`src/rtl/dec_pkg.sv`:
```
// Shared types for the decode control pipeline: control bundle, opcodes, FSM states.
// Used by dec_lane and decode_ctrl_pipe (optional counters: DECODE_PERF_EN).
package dec_pkg;

    localparam int CTRL_W  = 17;
    localparam int CSR_BIT = 1;

    localparam logic [6:0] OP_LOAD   = 7'b0000011;
    localparam logic [6:0] OP_STORE  = 7'b0100011;
    localparam logic [6:0] OP_OP     = 7'b0110011;
    localparam logic [6:0] OP_BRANCH = 7'b1100011;
    localparam logic [6:0] OP_IMM    = 7'b0010011;
    localparam logic [6:0] OP_JAL    = 7'b1101111;
    localparam logic [6:0] OP_JALR   = 7'b1100111;
    localparam logic [6:0] OP_LUI    = 7'b0110111;
    localparam logic [6:0] OP_AUIPC  = 7'b0010111;
    localparam logic [6:0] OP_SYSTEM = 7'b1110011;

    typedef struct packed {
        logic       reg_write;
        logic [2:0] imm_src;
        logic [1:0] alu_src_a;
        logic       alu_src_b;
        logic       mem_write;
        logic [1:0] result_src;
        logic       branch;
        logic [1:0] alu_op;
        logic       jump;
        logic       jalr;
        logic       csr;
        logic       illegal;
    } ctrl_t;

    typedef enum logic {
        IDLE,
        CSR_WAIT
    } dec_state_e;

endpackage

```
`src/rtl/dec_lane.sv`:
```
// Combinational opcode -> control bundle decoder for one lane.
// An invalid lane yields an all-zero bundle.
module dec_lane
    import dec_pkg::*;
(
    input  logic              vld,
    input  logic [6:0]        opcode,
    output logic [CTRL_W-1:0] ctrl
);

    logic [13:0] lead;
    logic        illegal;
    ctrl_t       c;

    always_comb begin
        lead    = '0;
        illegal = 1'b0;
        case (opcode)
            OP_LOAD:   lead = 14'b10_0000_1001_0000;
            OP_STORE:  lead = 14'b00_0100_1100_0000;
            OP_OP:     lead = 14'b10_0000_0000_0100;
            OP_BRANCH: lead = 14'b00_1000_0000_1010;
            OP_IMM:    lead = 14'b10_0000_1000_0100;
            OP_JAL:    lead = 14'b10_1100_0010_0001;
            OP_JALR:   lead = 14'b10_0000_1010_0000;
            OP_LUI:    lead = 14'b11_0010_1000_0000;
            OP_AUIPC:  lead = 14'b11_0001_1000_0000;
            OP_SYSTEM: lead = 14'b11_0100_1000_0100;
            default:   illegal = 1'b1;
        endcase
        c    = ctrl_t'({lead, (opcode == OP_JALR), (opcode == OP_SYSTEM), illegal});
        ctrl = vld ? c : '0;
    end

endmodule

```
`src/rtl/decode_ctrl_pipe.sv`:
```
// Registered multi-lane main-control decoder with output register + one skid entry,
// CSR serialisation FSM, and optional perf counters under DECODE_PERF_EN.
module decode_ctrl_pipe
    import dec_pkg::*;
#(
    parameter int LANES   = 1,
    parameter int INSTR_W = 32
) (
    input  logic                     clk,
    input  logic                     rst_n,
    input  logic                     flush,
    input  logic                     in_valid,
    output logic                     in_ready,
    input  logic [LANES-1:0]         in_lane_vld,
    input  logic [LANES*INSTR_W-1:0] in_instr,
    output logic                     out_valid,
    input  logic                     out_ready,
    output logic [LANES-1:0]         out_lane_vld,
    output logic [LANES*INSTR_W-1:0] out_instr,
    output logic [LANES*CTRL_W-1:0]  out_ctrl,
    input  logic                     csr_done
`ifdef DECODE_PERF_EN
    ,
    output logic [31:0]              perf_groups,
    output logic [31:0]              perf_stalls
`endif
);

    localparam int GRP_W = LANES * (1 + INSTR_W + CTRL_W);

    // Handshake: a group moves on a port in any cycle where its valid and ready are both high.
    // in_ready depends only on registered state, never on in_valid.
    logic [LANES*CTRL_W-1:0] dec_ctrl;
    logic [GRP_W-1:0]        in_grp;
    logic [GRP_W-1:0]        out_grp_q;
    logic [GRP_W-1:0]        skid_grp_q;
    logic                    out_valid_q;
    logic                    skid_full_q;
    logic                    accept;
    logic                    take;
    logic                    has_csr;
    dec_state_e              state;
    dec_state_e              state_next;

    genvar g;
    generate
        for (g = 0; g < LANES; g++) begin : g_lane
            dec_lane u_lane (
                .vld    (in_lane_vld[g]),
                .opcode (in_instr[g*INSTR_W +: 7]),
                .ctrl   (dec_ctrl[g*CTRL_W +: CTRL_W])
            );
        end
    endgenerate

    always_comb begin
        has_csr = 1'b0;
        for (int i = 0; i < LANES; i++) begin
            has_csr = has_csr | dec_ctrl[i*CTRL_W + CSR_BIT];
        end
    end

    assign in_grp   = {in_lane_vld, in_instr, dec_ctrl};
    assign in_ready = rst_n && !skid_full_q && (state == IDLE);
    assign accept   = in_valid && in_ready && !flush;
    assign take     = out_valid_q && out_ready;

    assign out_valid    = out_valid_q;
    assign out_lane_vld = out_grp_q[GRP_W-1 -: LANES];
    assign out_instr    = out_grp_q[LANES*CTRL_W +: LANES*INSTR_W];
    assign out_ctrl     = out_grp_q[LANES*CTRL_W-1:0];

    // Skid holds a group only while the output register is occupied and stalled.
    always_ff @(posedge clk or negedge rst_n) begin
        if (!rst_n) begin
            out_valid_q <= 1'b0;
            skid_full_q <= 1'b0;
            out_grp_q   <= '0;
            skid_grp_q  <= '0;
        end else if (flush) begin
            out_valid_q <= 1'b0;
            skid_full_q <= 1'b0;
        end else if (!out_valid_q || take) begin
            if (skid_full_q) begin
                out_grp_q   <= skid_grp_q;
                out_valid_q <= 1'b1;
                skid_full_q <= 1'b0;
            end else if (accept) begin
                out_grp_q   <= in_grp;
                out_valid_q <= 1'b1;
            end else begin
                out_valid_q <= 1'b0;
            end
        end else if (accept) begin
            skid_grp_q  <= in_grp;
            skid_full_q <= 1'b1;
        end
    end

    always_ff @(posedge clk or negedge rst_n) begin
        if (!rst_n) begin
            state <= IDLE;
        end else begin
            state <= state_next;
        end
    end

    always_comb begin
        state_next = state;
        if (flush) begin
            state_next = IDLE;
        end else begin
            case (state)
                IDLE:     if (accept && has_csr) state_next = CSR_WAIT;
                CSR_WAIT: if (csr_done) state_next = IDLE;
                default:  state_next = IDLE;
            endcase
        end
    end

`ifdef DECODE_PERF_EN
    always_ff @(posedge clk or negedge rst_n) begin
        if (!rst_n) begin
            perf_groups <= '0;
            perf_stalls <= '0;
        end else begin
            if (take) begin
                perf_groups <= perf_groups + 32'd1;
            end
            if (out_valid_q && !out_ready) begin
                perf_stalls <= perf_stalls + 32'd1;
            end
        end
    end
`endif

endmodule

```
`config.mk`:
```
export PLATFORM = sky130hd
export DESIGN_NAME = decode_ctrl_pipe
export DESIGN_NICKNAME = d
export VERILOG_FILES = /design/src/rtl/dec_pkg.sv /design/src/rtl/dec_lane.sv /design/src/rtl/decode_ctrl_pipe.sv
export SDC_FILE = /design/constraint.sdc
export NUM_CORES = 1
export LEC_CHECK = 0
export CORE_MARGIN = 8
export CORE_UTILIZATION = 53
export DETAILED_ROUTE_END_ITERATION = 8
export PLACE_DENSITY = 0.91
export SLEW_MARGIN = 20
export SYNTH_ARGS = -nofsm -noshare
export SYNTH_HDL_FRONTEND = slang
export SYNTH_HIERARCHICAL = 1
export SYNTH_SLANG_ARGS = --single-unit
```
`constraint.sdc`:
```
create_clock -name clk -period 2 [get_ports clk]
set_input_delay 0.3 -clock clk [delete_from_list [all_inputs] [get_ports clk]]
set_output_delay 0.3 -clock clk [all_outputs]
set_load 0.05 [all_outputs]
```
Yosys cells after proc, flatten, opt, wreduce, memory -nomap -nowiden

Index checks and enable logic that the tools add are counted.

Flip-flop bits (word level): 103
Bits in latches: 0
RAM bits: 0
Bits in read-only memories: 0
Bits of input ports: 39
Logic and storage cells: 50
Memories: 0

$add $sub $neg: 0
Multiply operators: 0
Divide/modulo/power cells: 0
$lt $le $gt $ge: 0
Equal/unequal tests: 10
Shift operators: 0
Mux-type cells: 16
Bitwise operators: 3
Reductions and logical operators: 16

Operators by type and width:

| cell                                          | number |
|---|---|
| one-hot mux 14 bit (10 select lines)          | 1 |
| two-way mux 50 bit                            | 2 |
| == test 7 bit, second input constant          | 4 |
| == test 7 x 6 -> 1 bit, second input constant | 3 |
| two-way mux 17 bit                            | 1 |
| == test 7 x 5 -> 1 bit, second input constant | 2 |
| two-way mux 1 bit                             | 11 |
| OR reduction 10 bit                           | 1 |
| == test 7 x 2 -> 1 bit, second input constant | 1 |
| logical AND 1 bit                             | 6 |
| AND reduction 3 bit                           | 2 |
| nonzero test 2 bit                            | 2 |
| zero test 1 bit                               | 3 |
| inverter 1 bit                                | 3 |
| nonzero test 3 bit                            | 1 |
| one-hot mux 1 bit (2 select lines)            | 1 |
| logical OR 1 bit                              | 1 |

Logic depth before layout (Yosys ltp)

Gate-level depths: netlist (run 1).

Word-level depth: 9
Mapped depth: 7
Mapped depth without buffers: 5

Modules after synthesis

The synthesis (run 1) kept the hierarchy.

Modules (own cells, without submodules):

| module           | times used | cells an instance | area each (sq um) | seq. area each (sq um) |
|---|---|---|---|---|
| decode_ctrl_pipe | 1          | 282               | 4,692.0           | 2,577.5 |
| dec_lane         | 1          | 53                | 327.8             | 0.0 |

Least setup slack after synthesis (run 1)

OpenSTA, ideal clock, no wires.

Kind: register to output
From: register skid_full_q
To: output port in_ready
Arrival time: 1.910 ns
Slack: -0.210 ns
Cell stages (with the launch flop): 4
Path buffers: 2
Cell sequence: dfrtp_1 buf_2 buf_1 nor3b_1

Longest elaborated chain between the ends: 3

RTL lines:

| what                           | line                   | text |
|---|---|---|
| start: declaration             | decode_ctrl_pipe.sv:38 | `logic skid_full_q;` |
| start signal: assignment       | decode_ctrl_pipe.sv:77 | `skid_full_q <= 1'b0;` |
| start signal: assignment       | decode_ctrl_pipe.sv:82 | `skid_full_q <= 1'b0;` |
| start signal: assignment       | decode_ctrl_pipe.sv:87 | `skid_full_q <= 1'b0;` |
| zero test 1 bit                | decode_ctrl_pipe.sv:64 | `assign in_ready = rst_n && !skid_full_q && (state == IDLE);` |
| logical AND 1 bit (2 in a row) | decode_ctrl_pipe.sv:64 |  |
| end: declaration               | decode_ctrl_pipe.sv:13 | `output logic in_ready,` |

No other way between the ends.

Final worst setup path (run 1)

From: register out_grp_q[1]
To: output port out_ctrl[1]

RTL lines:

| what                     | line                   | text |
|---|---|---|
| start: declaration       | decode_ctrl_pipe.sv:35 | `logic [GRP_W-1:0] out_grp_q;` |
| start signal: assignment | decode_ctrl_pipe.sv:85 | `out_grp_q <= skid_grp_q;` |
| start signal: assignment | decode_ctrl_pipe.sv:89 | `out_grp_q <= in_grp;` |
| end: declaration         | decode_ctrl_pipe.sv:20 | `output logic [LANES*CTRL_W-1:0] out_ctrl,` |

No word-level cell between the ends.

==> results summary, run 1 <==
The unique cell type count in the Yosys netlist is 38. The via count came out at 3033. The flow ran to the end, and the final reports show no timing, DRC or antenna violations. The antenna diode instance count is 0. The worst hold slack after final layout came out at around 90 ps. The first TritonRoute pass finished after 4 iterations.

The initial antenna violation count came out at 0. The TritonCTS clock tree is built. The worst setup path is of the flip-flop to primary output kind.

The placeable core region came out at 9200 µm². Of the total power, combinational logic draws 0.296. The data required time of the worst path is 1700 ps. The placed instances occupy a cell area of 6140 µm². In the finished design, the share of the clock period the worst path needs comes to 0.935.

The count of flip-flops with a built-in enable after synthesis came out at 0. Dividing the detail-routed wire length by the instance count gives between 15 and 20 µm. Of all nets on the critical path, the largest fanout is 2. The count of routing violations after the opening detailed-route iteration is 92. The synthesis warning total came out at 6. The total standard cell area after synthesis came out at 5020 µm².

Entering global routing, the biggest net connects 56 pins. The count of final max-slew check failures is 0. The flop and latch count out of synthesis came out at 103. The source-to-sink clock delay at the later pin of the worst-skew pair came out at 350 ps.

Traced cell by cell, the critical path runs through clkdlybuf4s50_1. The number of sinks handled by clock tree synthesis came out at 103. The analysis attributes to net switching a power of 1.67 mW.

The normalized max-slew margin came out at 0.540. The detail-routed via count per cell is around 5.5. The floorplan step defined a die boundary enclosing 12800 µm². The sequential area share after synthesis came out at 0.513. The worst setup path is launched from a flip-flop. Clock tree synthesis selected as its root buffer the cell clkbuf_8. Buffers inserted during clock tree synthesis total 9. The largest individual stage delay along the critical path comes from the cell clkdlybuf4s50_1. The first global-routing pass estimated 17500 µm of wire. Power spread over the standard cell area amounts to between 800 and 900 nW/µm².

After routing the design area is between 6000 and 7000 µm². The share of total power dissipated in sequential elements is 0.485. The detailed-route DRC error count is 0. In this run, post-CTS hold repair placed 0 buffers. Of the total power, the share spent switching nets is 0.325.

The top-level I/O count is 91. The share of async-settable or async-resettable flops after synthesis is 1.00. The number of gates resized after CTS was 0. The final setup violation count is 0.

The sum of routed wire length over all layers is between 10000 and 15000 µm. Each instance of the synthesized netlist takes up on average 15.0 µm². The signal arrival time at the worst endpoint came out at about 1600 ps. The kind of end point of the critical path is a primary output. The count of endpoints failing hold in the final timing report came out at 0. The post-detailed-placement half-perimeter wirelength came out at 7470 µm. The floorplan die width is between 100 and 150 µm. The path class of the tightest hold or removal check is input pin to asynchronous set/reset pin. The buffering stage count on the worst path with inverters included came out at 1. The slew of the pin with the lowest slew margin is 690 ps. The number of buffers on the longest clock path is 2. The via count of the first global-routing pass was 3476.

The total nets after synthesis is between 300 and 400. The final clock skew is approximately 14 ps. Across the VDD grid, the largest voltage drop is around 590 µV. The total global-route track usage came out at 0.170.

The maximum clock rate is 535 MHz. Global routing finished with a remaining overflow of 0. The initial utilization of the core area, before any placement, comes to 0.546. The gate count of the mapped netlist came out at 335. Of the total power, the clock network draws 0.219. On the worst path, the slowest cell contributes a delay of 820 ps. The time the worst path needs with I/O delays and setup came out at 1870 ps. The remaining antenna violation count after routing is 0. Max-cap violations in this run came to 0.

The share of layout cells above drive strength 1 came out at 0.463. Setup repair after global routing left no endpoint under its margin. The most used flip-flop cell after synthesis is dfrtp_1. The clock slew at the register clock pins of the worst setup and hold paths came out at ~100 ps.

The total power after layout came out at 5.13 mW. The congestion estimate from routability-driven global placement came to 0.852. The number of nets in the finished design came out at 480. The leakage power of the design came out at about 2.9 nW.

The number of placement rows is 35. The CTS H-tree depth came out at 3. The height of the chip came out at 113 µm. On the critical path the largest part of the delay comes from buffers and inverters.

The synthesis-to-layout area growth is 25.7%. The internal portion of total power is 3.46 mW. In this run the tool buffered the top-level ports with 90 buffer cells. Once the clock tree was built, the setup fixing pass inserted 0 buffers.
[area by class of cell]
class                           count  area [µm²]
Inverter                            2        7.51
Sequential cell                   103        2580
Fill cell                         640        2890
Clock inverter                      5        36.3
Timing Repair Buffer              117        1170
Multi-Input combinational cell    208        2250
Tap cell                          111         139
Clock buffer                       10         128
[cells in the mapped netlist, types with 3 or more instances]
library cell,number,area share
nand3_1,4,0.0040
clkbuf_1,6,0.0045
nor3_1,5,0.0050
nand2b_1,3,0.0037
mux2_4,50,0.15
buf_12,5,0.020
buf_2,5,0.0050
buf_6,3,0.0067
dfrtp_1,103,0.51
mux2_2,100,0.22
a21oi_1,4,0.0040
nor2_1,11,0.0082
nand2_1,4,0.0030
[stage by stage]
step | cells | TNS (ps) | util | setup WS, ps
6_report | 556 | 0 | 0.686 | 130
5_1_grt | 556 | 0 | 0.686 | 71.2
4_1_cts | 556 | 0 | 0.686 | 123
3_5_place_dp | 541 | -5750 | 0.668 | -147
3_3_place_gp | 541 | -4610 | 0.668 | -101
2_1_floorplan | 335 | 0 | - | 126
[flip-flops by register name, summed over array words and instances (netlist names)]
register     count
skid_full_q      1
state            1
out_valid        1
skid_grp_q      50
out_grp_q       50
[power groups by stage]
| stage | clock network [mW] | logic [mW] | registers [mW] |
|---|---|---|---|
| 2_1_floorplan | 0 | 0.423 | 3.05 |
| 3_3_place_gp | 0 | 1.50 | 2.51 |
| 3_5_place_dp | 0 | 1.54 | 2.53 |
| 4_1_cts | 1.17 | 1.54 | 2.49 |
| 5_1_grt | 1.26 | 1.60 | 2.53 |
| 6_report | 1.13 | 1.52 | 2.49 |
[path summary, 6_finish.rpt]
| path | startpoint | to | slack [ps] | cells past startpoint |
|---|---|---|---|---|
| max | out_grp_q[1] | out_ctrl[1] | 130 | 1 |
| min | rst_n | out_grp_q[15] | 90 | 2 |
| max reg2reg | state | skid_grp_q[23] | 170 | 4 |
| min reg2reg | out_grp_q[3] | out_grp_q[3] | 510 | 1 |
| max in group asynchronous | rst_n | out_valid | 740 | 3 |
| min in group clk | out_grp_q[3] | out_grp_q[3] | 510 | 1 |
[kinds of logic after synthesis]
group / Yosys count / share of synthesized area
simple gates: 44 / 0.0531
mux: 150 / 0.374
flops: 103 / 0.513
compound gates: 12 / 0.0155
xor+xnor: 2 / 0.00349
buf+inv: 24 / 0.0406
[layer usage]
layer	global-route usage	up-vias	wire (µm)
li1	-	1411	-
met2	0.277	78	4990
met5	0	-	0
met4	0.0462	0	146
met3	0.0570	18	671
met1	0.210	1526	4490
[cells in the final DEF, fill, tap and decap left out, drive strengths merged, types with 3 or more instances in the layout]
master | synthesis | layout
a21oi | 5 | 5
buf | 16 | 30
clkbuf | 6 | 10
clkdlybuf4s50 | 0 | 87
clkinvlp | 0 | 3
dfrtp | 103 | 103
mux2 | 150 | 150
nand2 | 5 | 5
nand2b | 3 | 3
nand3 | 4 | 4
nor2 | 11 | 11
nor2b | 3 | 3
nor3 | 5 | 5
Power figures use the tool's default switching activity.
==> run 2: changes to the inputs <==
--- a/config.mk
+++ b/config.mk
@@ -9,6 +9,7 @@
 export CORE_UTILIZATION = 53
 export DETAILED_ROUTE_END_ITERATION = 8
 export PLACE_DENSITY = 0.91
+export SKIP_LAST_GASP = 1
 export SLEW_MARGIN = 20
 export SYNTH_ARGS = -nofsm -noshare
 export SYNTH_HDL_FRONTEND = slang
==> results of run 2 <==
Same layout as run 1: the final DEF is identical, and so are final timing and power.
